### src/rtl/sram_ctrl_if.sv
// Core-side request/response bus for sram_ctrl.
// Ports (signals):
//   req   - single-cycle request strobe, taken only while busy=0
//   wr    - 1=write, 0=read, sampled with req
//   size  - 0=byte, 1=halfword, 2=word, 3=illegal
//   addr  - 19-bit byte address
//   wdata - little-endian write data
//   rdata - read data, updated only on a successful read's ready
//   ready - one-cycle completion pulse
//   err   - one-cycle pulse alongside ready for a rejected request
//   busy  - high from the cycle after acceptance through the ready cycle
// Modports: master = core side, slave = controller side.
interface sram_ctrl_if;
   logic        req;
   logic        wr;
   logic [1:0]  size;
   logic [18:0] addr;
   logic [31:0] wdata;
   logic [31:0] rdata;
   logic        ready;
   logic        err;
   logic        busy;

   modport master (output req, wr, size, addr, wdata,
                   input  rdata, ready, err, busy);
   modport slave  (input  req, wr, size, addr, wdata,
                   output rdata, ready, err, busy);
endinterface

### src/rtl/sram_ctrl.sv
// Sequencer for an external 8-bit asynchronous SRAM. Each byte, halfword or
// word request is split into per-byte SRAM cycles (little-endian, byte k at
// addr+k). Read and write-enable wait states come from parameters.
// Ports:
//   clk            - clock, all state changes on the rising edge
//   rstn           - synchronous active-low reset
//   bus            - core-side request/response bus (sram_ctrl_if.slave)
//   sram_ce_bar    - chip enable, active-low
//   sram_oe_bar    - output enable, active-low
//   sram_we_bar    - write enable, active-low
//   sram_data_dir  - `IOR_DIR_OUT while write data is driven, else input
//   sram_data_out  - write byte to the pad
//   sram_data_in   - read byte from the pad
//   sram_addr      - SRAM byte address
// Every output is a register loaded with the value belonging to the state
// being entered, so outputs line up exactly with the state they describe.
`ifndef IOR_DIR_OUT
`define IOR_DIR_OUT 1'b1
`endif

module sram_ctrl #(
   parameter int WAIT_CYCLES = 1,
   parameter int WE_CYCLES   = 1
) (
   input  logic        clk,
   input  logic        rstn,
   sram_ctrl_if.slave  bus,
   output logic        sram_ce_bar,
   output logic        sram_oe_bar,
   output logic        sram_we_bar,
   output logic        sram_data_dir,
   output logic [7:0]  sram_data_out,
   input  logic [7:0]  sram_data_in,
   output logic [18:0] sram_addr
);
   localparam logic       DIR_OUT   = `IOR_DIR_OUT;
   localparam logic       DIR_IN    = ~DIR_OUT;
   localparam logic [7:0] WAIT_LAST = 8'(WAIT_CYCLES - 1);
   localparam logic [7:0] WE_LAST   = 8'(WE_CYCLES - 1);

   typedef enum logic [2:0] {
      IDLE   = 3'd0,
      CHECK  = 3'd1,
      SETUP  = 3'd2,
      ACCESS = 3'd3,
      WHOLD  = 3'd4,
      DONE   = 3'd5
   } state_t;

   state_t      state_r, state_nxt_s;
   logic        wr_r, wr_nxt_s;
   logic [1:0]  size_r, size_nxt_s;
   logic [18:0] addr_r, addr_nxt_s;
   logic [31:0] wdata_r, wdata_nxt_s;
   logic [1:0]  k_r, k_nxt_s;
   logic [1:0]  klast_r, klast_nxt_s;   // index of the last byte (nbytes-1)
   logic [7:0]  cnt_r, cnt_nxt_s;
   logic [31:0] shadow_r, shadow_nxt_s;
   logic        ce_r, ce_nxt_s;
   logic        oe_r, oe_nxt_s;
   logic        we_r, we_nxt_s;
   logic        dir_r, dir_nxt_s;
   logic [7:0]  dout_r, dout_nxt_s;
   logic [18:0] saddr_r, saddr_nxt_s;
   logic [31:0] rdata_r, rdata_nxt_s;
   logic        ready_r, ready_nxt_s;
   logic        err_r, err_nxt_s;
   logic        busy_r, busy_nxt_s;
   logic        byte_done_s;
   logic        misalign_s;

   assign misalign_s = (size_r == 2'd3) ||
                       ((size_r == 2'd1) && addr_r[0]) ||
                       ((size_r == 2'd2) && (addr_r[1:0] != 2'b00));

   // Next-state, datapath and next-output computation.
   always_comb begin
      state_nxt_s  = state_r;
      wr_nxt_s     = wr_r;
      size_nxt_s   = size_r;
      addr_nxt_s   = addr_r;
      wdata_nxt_s  = wdata_r;
      k_nxt_s      = k_r;
      klast_nxt_s  = klast_r;
      cnt_nxt_s    = cnt_r;
      shadow_nxt_s = shadow_r;
      ce_nxt_s     = 1'b1;
      oe_nxt_s     = 1'b1;
      we_nxt_s     = 1'b1;
      dir_nxt_s    = DIR_IN;
      dout_nxt_s   = dout_r;
      saddr_nxt_s  = saddr_r;
      rdata_nxt_s  = rdata_r;
      ready_nxt_s  = 1'b0;
      err_nxt_s    = 1'b0;
      byte_done_s  = 1'b0;

      case (state_r)
         IDLE: begin
            if (bus.req) begin
               wr_nxt_s     = bus.wr;
               size_nxt_s   = bus.size;
               addr_nxt_s   = bus.addr;
               wdata_nxt_s  = bus.wdata;
               k_nxt_s      = 2'd0;
               shadow_nxt_s = 32'd0;   // unread upper bytes stay zero
               state_nxt_s  = CHECK;
            end else begin
               state_nxt_s  = IDLE;
            end
         end
         CHECK: begin
            if (misalign_s) begin
               ready_nxt_s = 1'b1;
               err_nxt_s   = 1'b1;
               state_nxt_s = DONE;
            end else begin
               case (size_r)
                  2'd0:    klast_nxt_s = 2'd0;
                  2'd1:    klast_nxt_s = 2'd1;
                  default: klast_nxt_s = 2'd3;
               endcase
               state_nxt_s = SETUP;
            end
         end
         SETUP: begin
            cnt_nxt_s   = 8'd0;
            state_nxt_s = ACCESS;
         end
         ACCESS: begin
            if (!wr_r) begin
               if (cnt_r == WAIT_LAST) begin
                  shadow_nxt_s[{k_r, 3'b000} +: 8] = sram_data_in;
                  byte_done_s = 1'b1;
               end else begin
                  cnt_nxt_s = cnt_r + 8'd1;
               end
            end else begin
               if (cnt_r == WE_LAST) begin
                  state_nxt_s = WHOLD;
               end else begin
                  cnt_nxt_s = cnt_r + 8'd1;
               end
            end
         end
         WHOLD: begin
            byte_done_s = 1'b1;
         end
         DONE: begin
            state_nxt_s = IDLE;
         end
         default: begin
            state_nxt_s = IDLE;
         end
      endcase

      if (byte_done_s) begin
         if (k_r != klast_r) begin
            k_nxt_s     = k_r + 2'd1;
            state_nxt_s = SETUP;
         end else begin
            ready_nxt_s = 1'b1;
            state_nxt_s = DONE;
            if (!wr_r) begin
               rdata_nxt_s = shadow_nxt_s;
            end else begin
               rdata_nxt_s = rdata_r;
            end
         end
      end else begin
         k_nxt_s = k_nxt_s;
      end

      // Strobe levels belong to the state being entered. ce_bar (and oe_bar
      // for reads) stays low from one byte's SETUP through the next.
      case (state_nxt_s)
         SETUP: begin
            ce_nxt_s    = 1'b0;
            saddr_nxt_s = addr_r + {17'd0, k_nxt_s};
            if (!wr_r) begin
               oe_nxt_s = 1'b0;
            end else begin
               dir_nxt_s  = DIR_OUT;
               dout_nxt_s = wdata_r[{k_nxt_s, 3'b000} +: 8];
            end
         end
         ACCESS: begin
            ce_nxt_s = 1'b0;
            if (!wr_r) begin
               oe_nxt_s = 1'b0;
            end else begin
               dir_nxt_s = DIR_OUT;
               we_nxt_s  = 1'b0;
            end
         end
         WHOLD: begin
            ce_nxt_s  = 1'b0;
            dir_nxt_s = DIR_OUT;
         end
         default: begin
            ce_nxt_s = 1'b1;
         end
      endcase

      busy_nxt_s = (state_nxt_s != IDLE);
   end

   // State, datapath and output registers with synchronous reset.
   always_ff @(posedge clk) begin
      if (!rstn) begin
         state_r  <= IDLE;
         wr_r     <= 1'b0;
         size_r   <= 2'd0;
         addr_r   <= 19'd0;
         wdata_r  <= 32'd0;
         k_r      <= 2'd0;
         klast_r  <= 2'd0;
         cnt_r    <= 8'd0;
         shadow_r <= 32'd0;
         ce_r     <= 1'b1;
         oe_r     <= 1'b1;
         we_r     <= 1'b1;
         dir_r    <= DIR_IN;
         dout_r   <= 8'd0;
         saddr_r  <= 19'd0;
         rdata_r  <= 32'd0;
         ready_r  <= 1'b0;
         err_r    <= 1'b0;
         busy_r   <= 1'b0;
      end else begin
         state_r  <= state_nxt_s;
         wr_r     <= wr_nxt_s;
         size_r   <= size_nxt_s;
         addr_r   <= addr_nxt_s;
         wdata_r  <= wdata_nxt_s;
         k_r      <= k_nxt_s;
         klast_r  <= klast_nxt_s;
         cnt_r    <= cnt_nxt_s;
         shadow_r <= shadow_nxt_s;
         ce_r     <= ce_nxt_s;
         oe_r     <= oe_nxt_s;
         we_r     <= we_nxt_s;
         dir_r    <= dir_nxt_s;
         dout_r   <= dout_nxt_s;
         saddr_r  <= saddr_nxt_s;
         rdata_r  <= rdata_nxt_s;
         ready_r  <= ready_nxt_s;
         err_r    <= err_nxt_s;
         busy_r   <= busy_nxt_s;
      end
   end

   assign sram_ce_bar   = ce_r;
   assign sram_oe_bar   = oe_r;
   assign sram_we_bar   = we_r;
   assign sram_data_dir = dir_r;
   assign sram_data_out = dout_r;
   assign sram_addr     = saddr_r;
   assign bus.rdata     = rdata_r;
   assign bus.ready     = ready_r;
   assign bus.err       = err_r;
   assign bus.busy      = busy_r;
endmodule

### src/flat_wrapper.sv
// flat-port wrapper written by rule: the top's interface ports become plain ports
module sram_ctrl_flat 
#(
   parameter int WAIT_CYCLES = 1,
   parameter int WE_CYCLES   = 1
)
  (clk, rstn, sram_ce_bar, sram_oe_bar, sram_we_bar, sram_data_dir, sram_data_out, sram_data_in, sram_addr, bus_req, bus_wr, bus_size, bus_addr, bus_wdata, bus_rdata, bus_ready, bus_err, bus_busy);
  sram_ctrl_if bus_i ();
  input  logic clk;
  input  logic rstn;
  output logic sram_ce_bar;
  output logic sram_oe_bar;
  output logic sram_we_bar;
  output logic sram_data_dir;
  output logic [7:0] sram_data_out;
  input  logic [7:0] sram_data_in;
  output logic [18:0] sram_addr;
  input wire logic [$bits(bus_i.req)-1:0] bus_req;
  input wire logic [$bits(bus_i.wr)-1:0] bus_wr;
  input wire logic [$bits(bus_i.size)-1:0] bus_size;
  input wire logic [$bits(bus_i.addr)-1:0] bus_addr;
  input wire logic [$bits(bus_i.wdata)-1:0] bus_wdata;
  output wire logic [$bits(bus_i.rdata)-1:0] bus_rdata;
  output wire logic [$bits(bus_i.ready)-1:0] bus_ready;
  output wire logic [$bits(bus_i.err)-1:0] bus_err;
  output wire logic [$bits(bus_i.busy)-1:0] bus_busy;
  assign bus_i.req = bus_req;
  assign bus_i.wr = bus_wr;
  assign bus_i.size = bus_size;
  assign bus_i.addr = bus_addr;
  assign bus_i.wdata = bus_wdata;
  assign bus_rdata = bus_i.rdata;
  assign bus_ready = bus_i.ready;
  assign bus_err = bus_i.err;
  assign bus_busy = bus_i.busy;
  sram_ctrl #(.WAIT_CYCLES(WAIT_CYCLES), .WE_CYCLES(WE_CYCLES)) u_core (.clk(clk), .rstn(rstn), .bus(bus_i), .sram_ce_bar(sram_ce_bar), .sram_oe_bar(sram_oe_bar), .sram_we_bar(sram_we_bar), .sram_data_dir(sram_data_dir), .sram_data_out(sram_data_out), .sram_data_in(sram_data_in), .sram_addr(sram_addr));
endmodule
### config.mk
export PLATFORM = sky130hd
export DESIGN_NAME = sram_ctrl_flat
export DESIGN_NICKNAME = d
export VERILOG_FILES = /design/src/rtl/sram_ctrl_if.sv /design/src/rtl/sram_ctrl.sv /design/src/flat_wrapper.sv
export SDC_FILE = /design/constraint.sdc
export NUM_CORES = 1
export LEC_CHECK = 0
export CORE_ASPECT_RATIO = 1.25
export CORE_MARGIN = 1
export CORE_UTILIZATION = 56
export CTS_CLUSTER_DIAMETER = 30
export DETAILED_ROUTE_END_ITERATION = 6
export GPL_TIMING_DRIVEN = 0
export PLACE_DENSITY = 0.85
export SETUP_SLACK_MARGIN = 0.1
export SLEW_MARGIN = 20
export SYNTH_ARGS = -nofsm -noshare
export SYNTH_HDL_FRONTEND = slang
export SYNTH_SLANG_ARGS = --single-unit
### constraint.sdc
create_clock -name clk -period 8.9 [get_ports clk]
set_input_delay 1.335 -clock clk [delete_from_list [all_inputs] [get_ports clk]]
set_output_delay 1.335 -clock clk [all_outputs]
set_load 0.02 [all_outputs]
-- After elaboration in Yosys (flattened, before gate mapping)
Cells that the tools add are included.
- register bits after elaboration: 167
- input bits: 65
- output and inout port bits: 66
- add/subtract/negate cells: 4
- equal/unequal tests: 12
- shift operators: 3
- multiplexer cells: 30
- bitwise logic cells: 3
- reduce and logical (&&, ||, !) cells: 19
- operators by type and width (kind ; number):
    $mux 32 ; 3
    $pmux 32 s2 ; 1
    $bwmux 32 ; 1
    $shift 8x7->32 const A ; 1
    $shiftx 32x6->8 ; 1
    $shiftx 8x7->32 ; 1
    $add 19x2->19 ; 1
    $pmux 8 s2 ; 1
    $mux 3 ; 5
    $pmux 3 s5 ; 1
    $eq 3x2->1 const B ; 4
    $reduce_and 2->1 ; 6
    $mux 1 ; 10
    $add 8x1->8 const B ; 1
    $logic_not 8->1 ; 1
    $mux 2 ; 4
    $mux 8 ; 1
    $neg 5->7 ; 1
    $eq 3x3->1 const B ; 2
    $eq 2x2->1 const B ; 2
    $pmux 1 s2 ; 2
    $pmux 2 s2 ; 1
    $reduce_bool 2->1 ; 2
    $eq 3x1->1 const B ; 1
    other kinds (13) ; 17

-- Depth between registers and ports, before layout
Gate-level depths: netlist of the first run.
- depth in word-level cells: 10
- gate-level depth with buffers: 16
- mapped depth without buffers: 15

-- Worst setup path after synthesis of the first run
No wires, ideal clock.
- path type: input port to flip-flop
- from: in bus_req
- to: reg u_core.saddr_r[18] (netlist: u_core.sram_addr[18])
- library setup time: 0.136 ns
- arrival: 3.887 ns
- data required time: 8.764 ns
- path slack: 4.877 ns
- cell stages on the path: 13
- path buffers: 1
- path through: nor4b_4 -> a211oi_2 -> nor2_4 -> buf_4 -> inv_1 -> ha_1 -> inv_1 -> fa_1 -> nor3b_1 -> nand2_1 -> nor3_1 -> xnor2_1 -> a211oi_2
- word-level cells in the longest chain between the ends: 5
- elaborated cells between the ends (all ways): 9
- RTL lines (item ; RTL line ; text):
    start: declaration ; flat_wrapper.sv:18 ; input wire logic [$bits(bus_i.req)-1:0] bus_req;
    $mux 2 (*) ; sram_ctrl.sv:100 ; if (bus.req) begin
    $mux 2 (*) ; sram_ctrl.sv:98 ; case (state_r)
    $mux 2 ; sram_ctrl.sv:158 ; if (k_r != klast_r) begin
    $mux 2 (*) ; sram_ctrl.sv:157 ; if (byte_done_s) begin
    named net u_core.k_nxt_s[0] ; sram_ctrl.sv:55 ; logic [1:0] k_r, k_nxt_s;
    $add 19x2->19 (*) ; sram_ctrl.sv:179 ; saddr_nxt_s = addr_r + {17'd0, k_nxt_s};
    end signal: assignment ; sram_ctrl.sv:245 ; saddr_r <= saddr_nxt_s;
    end: declaration ; sram_ctrl.sv:64 ; logic [18:0] saddr_r, saddr_nxt_s;
The timed path passes the listed nets; every way through them passes the cells marked *.
A chain may end at the register's enable or synchronous reset.

-- Final worst setup path of the first run
- from: in bus_req
- to: reg u_core.saddr_r[8] (netlist: u_core.sram_addr[8])
The elaborated chain is that of the path after synthesis.

==> impl_metrics.yaml, run 1 <==
power:
  leakage_nw: 3.16
  power.density_nw_per_um2: 294
  worst_ir_drop_vdd_v: 0.000213
clocking:
  clk_path_buf_depth: 2
  post_cts.repair.setup_buffers: 0
  cts_root_buf: "clkbuf_16"
  path_clk_slew_ns: 0.07
  tritoncts: "done"
  cts_max_level: 4
  cts_buffers: 17
  clk_latency_ns: 0.43
  cts_resized: 0
  cts.sinks: 167
  postCtsHoldBufs: 0
cells_and_area:
  drive_gt1_share_pct: 10.1
  area_growth_pct: 30.8
  stdcell_area_sq_um: 9000
  diodes: 0
  finalNetCount: 992
critical_path:
  cp.arrival_ns: 5.07
  worst_setup_path_start_kind: "input pin"
  r2r_start: "u_core.wr_r"
  slowest_delay_ns: 0.72
  cp_max_fo: 10
  worstReg2RegEnd: "u_core.sram_addr[8]"
  cp_cell_sequence: "clkdlybuf4s50_1 -> nor4b_4 -> a211oi_2 -> nor2_4 -> buf_4 -> inv_1 -> ha_1 -> inv_1 -> fa_1 -> nor3b_1 -> nand4_1 -> xor2_1 -> a211oi_2"
  path_buf_inv: 4
  worstPathRequired_ns: 9.24
  rrSetupSlack_ns: 4.64
  end_kind: "flip-flop"
  slowest_stage: "nor3b_1"
  rr_worst_depth: 14
  path_class: "in2reg"
  crit_cells: 13
  path_delay_family: "simple AND/OR/NAND/NOR gates"
sta:
  slew_viol_final: 0
  fin_crit_sh_pct: 53.2
  fmax_mhz: 211
  fin_skew_ns: 0.00769
  rsz0062_at_grt: "false"
  fin_crit_ns: 4.73
  final_hold_viol_count: 0
  setup_viol: 0
  fin_setup_tns_ns: 0
  max_slew_margin_pct: 40.9
  worstMarginPinSlew_ns: 0.882
yosys:
  synth_top_cell_by_area: "dfxtp_1"
  synth_edf_count: 0
  synth_fp_nets: 843
  postSynthRegisterBits: 167
  synthAdderAreaFrac_pct: 1.93
  netlist.area_leader.share_pct: 48.6
  synth-seq-area-share_pct: 48.6
  yosysMostFrequentCell: "dfxtp_1"
  synth-main-ff-cell: "dfxtp_1"
  synth_compound_area_share_pct: 20.1
  async_reset_ff_share_pct: 0
  yosysWarnings: 0
  postSynthCellCount: 768
  synthSimpleGateAreaFrac_pct: 21.6
  synth_top_family_by_area: "simple AND/OR/NAND/NOR gates"
  synth-xor-area-share_pct: 3.31
  synth.cell_area_sq_um: 6880
  avgSynthCellArea_sq_um: 8.96
  synthTopCellsByArea: "dfxtp_1 49%, nand2_1 6.9%, nor2_1 5.7%, a21oi_1 4.9%, a211oi_1 3.7%"
  synth_cell_types: 59
  muxShareOfSynthArea_pct: 0.291
  netlist_top_cells_count: "167 x dfxtp_1, 126 x nand2_1, 104 x nor2_1"
floorplanning:
  rows: 44
  start_util_pct: 58.4
  coreArea_sq_um: 11800
  dieHeight_microns: 126
  die_w_microns: 101
  ios: 131
  dieArea_sq_um: 12700
route:
  wl_mm: 18.1
  num_vias: 6270
  final_antenna_net_count: 0
  viasPerCell: 5.75
  drt-initial-drc-count: 313
  wl_per_cell_microns: 16.6
  drt_pass1_iterations: 6
  drc: 0
grt:
  grt_pass1_vias: 6217
  grt_pass1_wl_mm: 29.3
  antenna_found_initial: 0
  grt.total_usage_pct: 29.3
  grt_max_degree: 17
  overflow: 0
run_status:
  status: "finished, final reports clean"
placed_design:
  gp_congestion: 0.885
  placed_area_sq_um: 8380
  portBuffers: 130
  place_hpwl_mm: 13.1
hold_path:
  hold_depth: 2
  hold_end: "u_core.wdata_r[17]"
  min_path_type: "reg2reg"
  min_from: "u_core.wdata_r[17]"
job:
  max_cap_viol_count: 0
## cells by family after synthesis
group / Yosys count
adders and majority gates: 10
DFF: 167
AOI/OAI and AO/OA: 195
muxes: 2
and+or+nand+nor: 308
xor gates and xnor gates: 26
buffers and inverters: 60
## stage by stage
stage	worst slack [ns]	hold slack [ns]	power [mW]	util, %	cells
finish	4.17	0.458	2.64	76.4	1091
global route	3.81	0.473	2.77	76.4	1091
CTS	4.15	0.456	2.64	76.4	1091
detailed placement	3.76	0.447	1.88	71.1	1059
global placement	3.92	0.442	1.84	71.1	1059
floorplan	4.88	0.431	1.56	-	768
## placed cells by master (no fill, tap or decap), types with 3 or more instances in the layout
master / Yosys / layout
nor3_1: 7 / 7
nand2_1: 126 / 126
inv_1: 12 / 12
a22oi_1: 31 / 31
and3_1: 4 / 4
nor3_4: 4 / 4
nor2_1: 104 / 104
a31oi_1: 10 / 10
o21ai_0: 9 / 9
dfxtp_1: 167 / 167
buf_2: 6 / 6
nand3_1: 12 / 12
o211ai_1: 7 / 7
ha_1: 9 / 9
nor2_4: 3 / 3
or3_2: 7 / 7
o221ai_1: 7 / 7
bufinv_16: 0 / 3
clkinv_4: 0 / 4
xor2_1: 13 / 13
a21oi_1: 67 / 67
a211oi_2: 16 / 16
buf_4: 5 / 5
nand4_1: 9 / 9
nand2b_1: 9 / 9
a211oi_1: 34 / 34
buf_6: 4 / 4
clkbuf_1: 32 / 32
xnor2_1: 13 / 13
clkdlybuf4s50_1: 0 / 130
clkbuf_16: 0 / 17
clkinvlp_4: 0 / 3
and4_1: 3 / 3
inv_6: 0 / 5
## worst reg2reg max path: cells and delay by family (launching register included)
kind / cells / cell delay (ns)
adder cells (fa/ha/maj): 2 / 0.59
AND/OR/NAND/NOR: 4 / 1.37
XOR/XNOR: 1 / 0.20
buffers and inverters: 4 / 0.72
AO/OA/AOI/OAI: 3 / 0.98
flip-flops: 1 / 0.30
## registers in the layout (all words and copies together) (netlist names), 2 cells and up
signal and count:
u_core.addr_r 19, u_core.state_r 3, u_core.sram_addr 19, u_core.shadow_r 32, u_core.size_r 2, u_core.wdata_r 32
u_core.k_r 2, u_core.klast_r 2, u_core.cnt_r 8, u_core.sram_data_out 8, u_core.bus.rdata 32
## how the worst max path moves through the flow
| stage | start | end |
|---|---|---|
| 5_1_grt | bus_req | u_core.sram_addr[14] |
| 2_1_floorplan | bus_req | u_core.sram_addr[18] |
| 3_5_place_dp | bus_req | u_core.sram_addr[18] |
| 4_1_cts | bus_req | u_core.sram_addr[8] |
| 3_3_place_gp | bus_req | u_core.sram_addr[18] |
| 6_report | bus_req | u_core.sram_addr[8] |
## metal layers
layer,wire [microns],track usage (%)
met1,6830,32.4
met5,0,0
met4,717,16.2
met2,9450,52.3
met3,1110,5.16
## power by group
part | switching [mW] | leakage (nW) | total, mW | internal (mW)
combinational | 0.530 | 1.51 | 0.899 | 0.369
clock | 0.318 | 0.291 | 0.765 | 0.447
sequential | 0.0926 | 1.36 | 0.979 | 0.886
total | 0.940 | 3.16 | 2.64 | 1.70
## final cells by class
class,count,area [sq um]
flip-flops and latches,167,3340
multi-input cells,541,3250
fillers,854,2780
repair buffers,130,1300
clock buffers,17,425
plain buffers,48,236
well taps,161,201
clock inverters,15,191
inverters,12,45.0
(Power assumes the default switching activity.)
==> run 2, diff against run 1 <==
--- a/config.mk
+++ b/config.mk
@@ -7,11 +7,11 @@
 export LEC_CHECK = 0
 export CORE_ASPECT_RATIO = 1.25
 export CORE_MARGIN = 1
-export CORE_UTILIZATION = 56
+export CORE_UTILIZATION = 52
 export CTS_CLUSTER_DIAMETER = 30
 export DETAILED_ROUTE_END_ITERATION = 6
 export GPL_TIMING_DRIVEN = 0
-export PLACE_DENSITY = 0.85
+export PLACE_DENSITY = 0.8
 export SETUP_SLACK_MARGIN = 0.1
 export SLEW_MARGIN = 20
 export SYNTH_ARGS = -nofsm -noshare
==> constraint.sdc (replaced) <==
create_clock -name clk -period 4.8 [get_ports clk]
set_input_delay 0.72 -clock clk [delete_from_list [all_inputs] [get_ports clk]]
set_output_delay 0.72 -clock clk [all_outputs]
set_load 0.02 [all_outputs]
==> impl_metrics.yaml, run 2 (synthesis gave the netlist of run 1 again) <==
sta:
  slew_viol_final: 0
  rsz0062_at_grt: "false"
  setup_viol: 0
  final_hold_viol_count: 0
  fin_crit_ns: 4.28
  fin_setup_tns_ns: 0
  setup_ws_ns: 0.525
  worstMarginPinSlew_ns: 0.876
  fin_skew_ns: 0.00563
  fin_crit_sh_pct: 89.1
  fmax_mhz: 234
  max_slew_margin_pct: 41.5
power:
  power.switching_mw: 1.74
  swShare_pct: 36.2
  power_mw: 4.80
  clkPwrFrac_pct: 27.9
  power.density_nw_per_um2: 535
  seqPwrFrac_pct: 37.7
  comb_power_share_pct: 34.3
  p_int_mw: 3.06
  worst_ir_drop_vdd_v: 0.000321
  leakage_nw: 3.15
route:
  drt_pass1_iterations: 5
  final_antenna_net_count: 0
  topRoutingLayerUsed: "met4"
  drt-initial-drc-count: 277
  viasPerCell: 5.56
  wl_mm: 17.5
  met3_length_microns: 864
  met1_length_mm: 7.33
  wl_per_cell_microns: 15.9
  drc: 0
  dr_wl_met2_mm: 8.75
  num_vias: 6106
placed_design:
  placed_area_sq_um: 8390
  place_hpwl_mm: 12.5
  gp_congestion: 0.840
  place_ws_ns: 0.279
  dpl.cell_count: 1066
  portBuffers: 130
clocking:
  cts_resized: 0
  cts_root_buf: "clkbuf_16"
  cts.sinks: 167
  clk_latency_ns: 0.42
  tritoncts: "done"
  post_cts.repair.setup_buffers: 0
  cts_max_level: 4
  cts_buffers: 17
  path_clk_slew_ns: 0.07
  postCtsHoldBufs: 0
  clk_path_buf_depth: 2
grt:
  grt_pass1_wl_mm: 28.2
  antenna_found_initial: 0
  grt.total_usage_pct: 26.2
  overflow: 0
  grt_pass1_vias: 5735
  grt_max_degree: 18
floorplanning:
  die_w_microns: 105
  ios: 131
  rows: 46
  start_util_pct: 53.8
  dieHeight_microns: 131
  dieArea_sq_um: 13700
  coreArea_sq_um: 12800
critical_path:
  r2r_start: "u_core.wr_r"
  worstPathRequired_ns: 5.09
  cp.arrival_ns: 4.56
  startpoint: "u_core.wr_r"
  path_class: "reg2reg"
  cp_max_fo: 10
  end_kind: "flip-flop"
  worst_setup_path_start_kind: "flip-flop"
job:
  max_cap_viol_count: 0
cells_and_area:
  drive_gt1_share_pct: 10.1
  fillers: 1011
  final_cells: 1098
  final_common_cell: "dfxtp_1"
  stdcell_area_sq_um: 8980
  area_growth_pct: 30.6
  finalNetCount: 992
  final_cell_mix: "167 x dfxtp_1, 130 x clkdlybuf4s50_1, 126 x nand2_1"
  diodes: 0
hold_path:
  min_path_type: "reg2reg"
  min_from: "u_core.wdata_r[18]"
run_status:
  status: "finished, final reports clean"
==> run 2: changes by cell type in the layout (fill, tap and decap cells not counted), sizes merged <==
cell	delta
inv	+1
clkinvlp	-1
bufinv	-2
clkinv	+2
==> run 2: metrics by stage <==
| stage | hold slack, ns | utilization (%) |
|---|---|---|
| after floorplan | 0.431 | - |
| after global placement | 0.438 | 65.7 |
| after detailed placement | 0.444 | 65.7 |
| after CTS | 0.453 | 70.3 |
| after global routing | 0.471 | 70.3 |
| final | 0.450 | 70.3 |
==> run 2: path summary, 6_finish.rpt <==
kind | end | slack (ns) | cells past startpoint
setup reg to reg | u_core.sram_addr[14] | 0.52 | 15
setup / recovery | u_core.sram_addr[14] | 0.52 | 15
hold reg to reg | u_core.wdata_r[18] | 0.45 | 2
hold / removal | u_core.wdata_r[18] | 0.45 | 2
==> run 2: final cells by class <==
type                       count  area [sq um]  share of cell area [%]
clock inverter                15           165                    1.84
inverter                      12          45.0                   0.502
tap                          168           210                    2.34
clock buffer                  17           425                    4.74
sequential                   167          3340                    37.2
buffer                        48           236                    2.63
timing repair buffer         130          1300                    14.5
multi-input combinational    541          3250                    36.2
==> run 2: metal layers <==
layer  global-route usage [%]  vias up
met3                     4.96       42
met5                        0        -
li1                         -     2993
met4                     13.0        0
met1                     30.7     2871
met2                     46.6      200
==> run 2: worst max-delay path, stage by stage, from the launching register on <==
cell       delay (ns)
dfxtp_1          0.31
clkbuf_1         0.35
nand4bb_4        0.27
o31ai_4          0.09
a211oi_2         0.67
nor2_4           0.16
buf_4            0.23
inv_1            0.07
ha_1             0.15
inv_1            0.06
fa_1             0.43
nor3b_1          0.76
nand4_1          0.16
nor2_1           0.16
xnor2_1          0.17
a211oi_2         0.10
==> run 2: power groups by stage <==
stage / Clock (mW) / Combinational (mW) / Sequential (mW)
6_report: 1.34 / 1.65 / 1.81
5_1_grt: 1.41 / 1.79 / 1.84
4_1_cts: 1.35 / 1.65 / 1.81
3_5_place_dp: 0 / 1.63 / 1.84
3_3_place_gp: 0 / 1.61 / 1.83
2_1_floorplan: 0 / 0.914 / 1.97
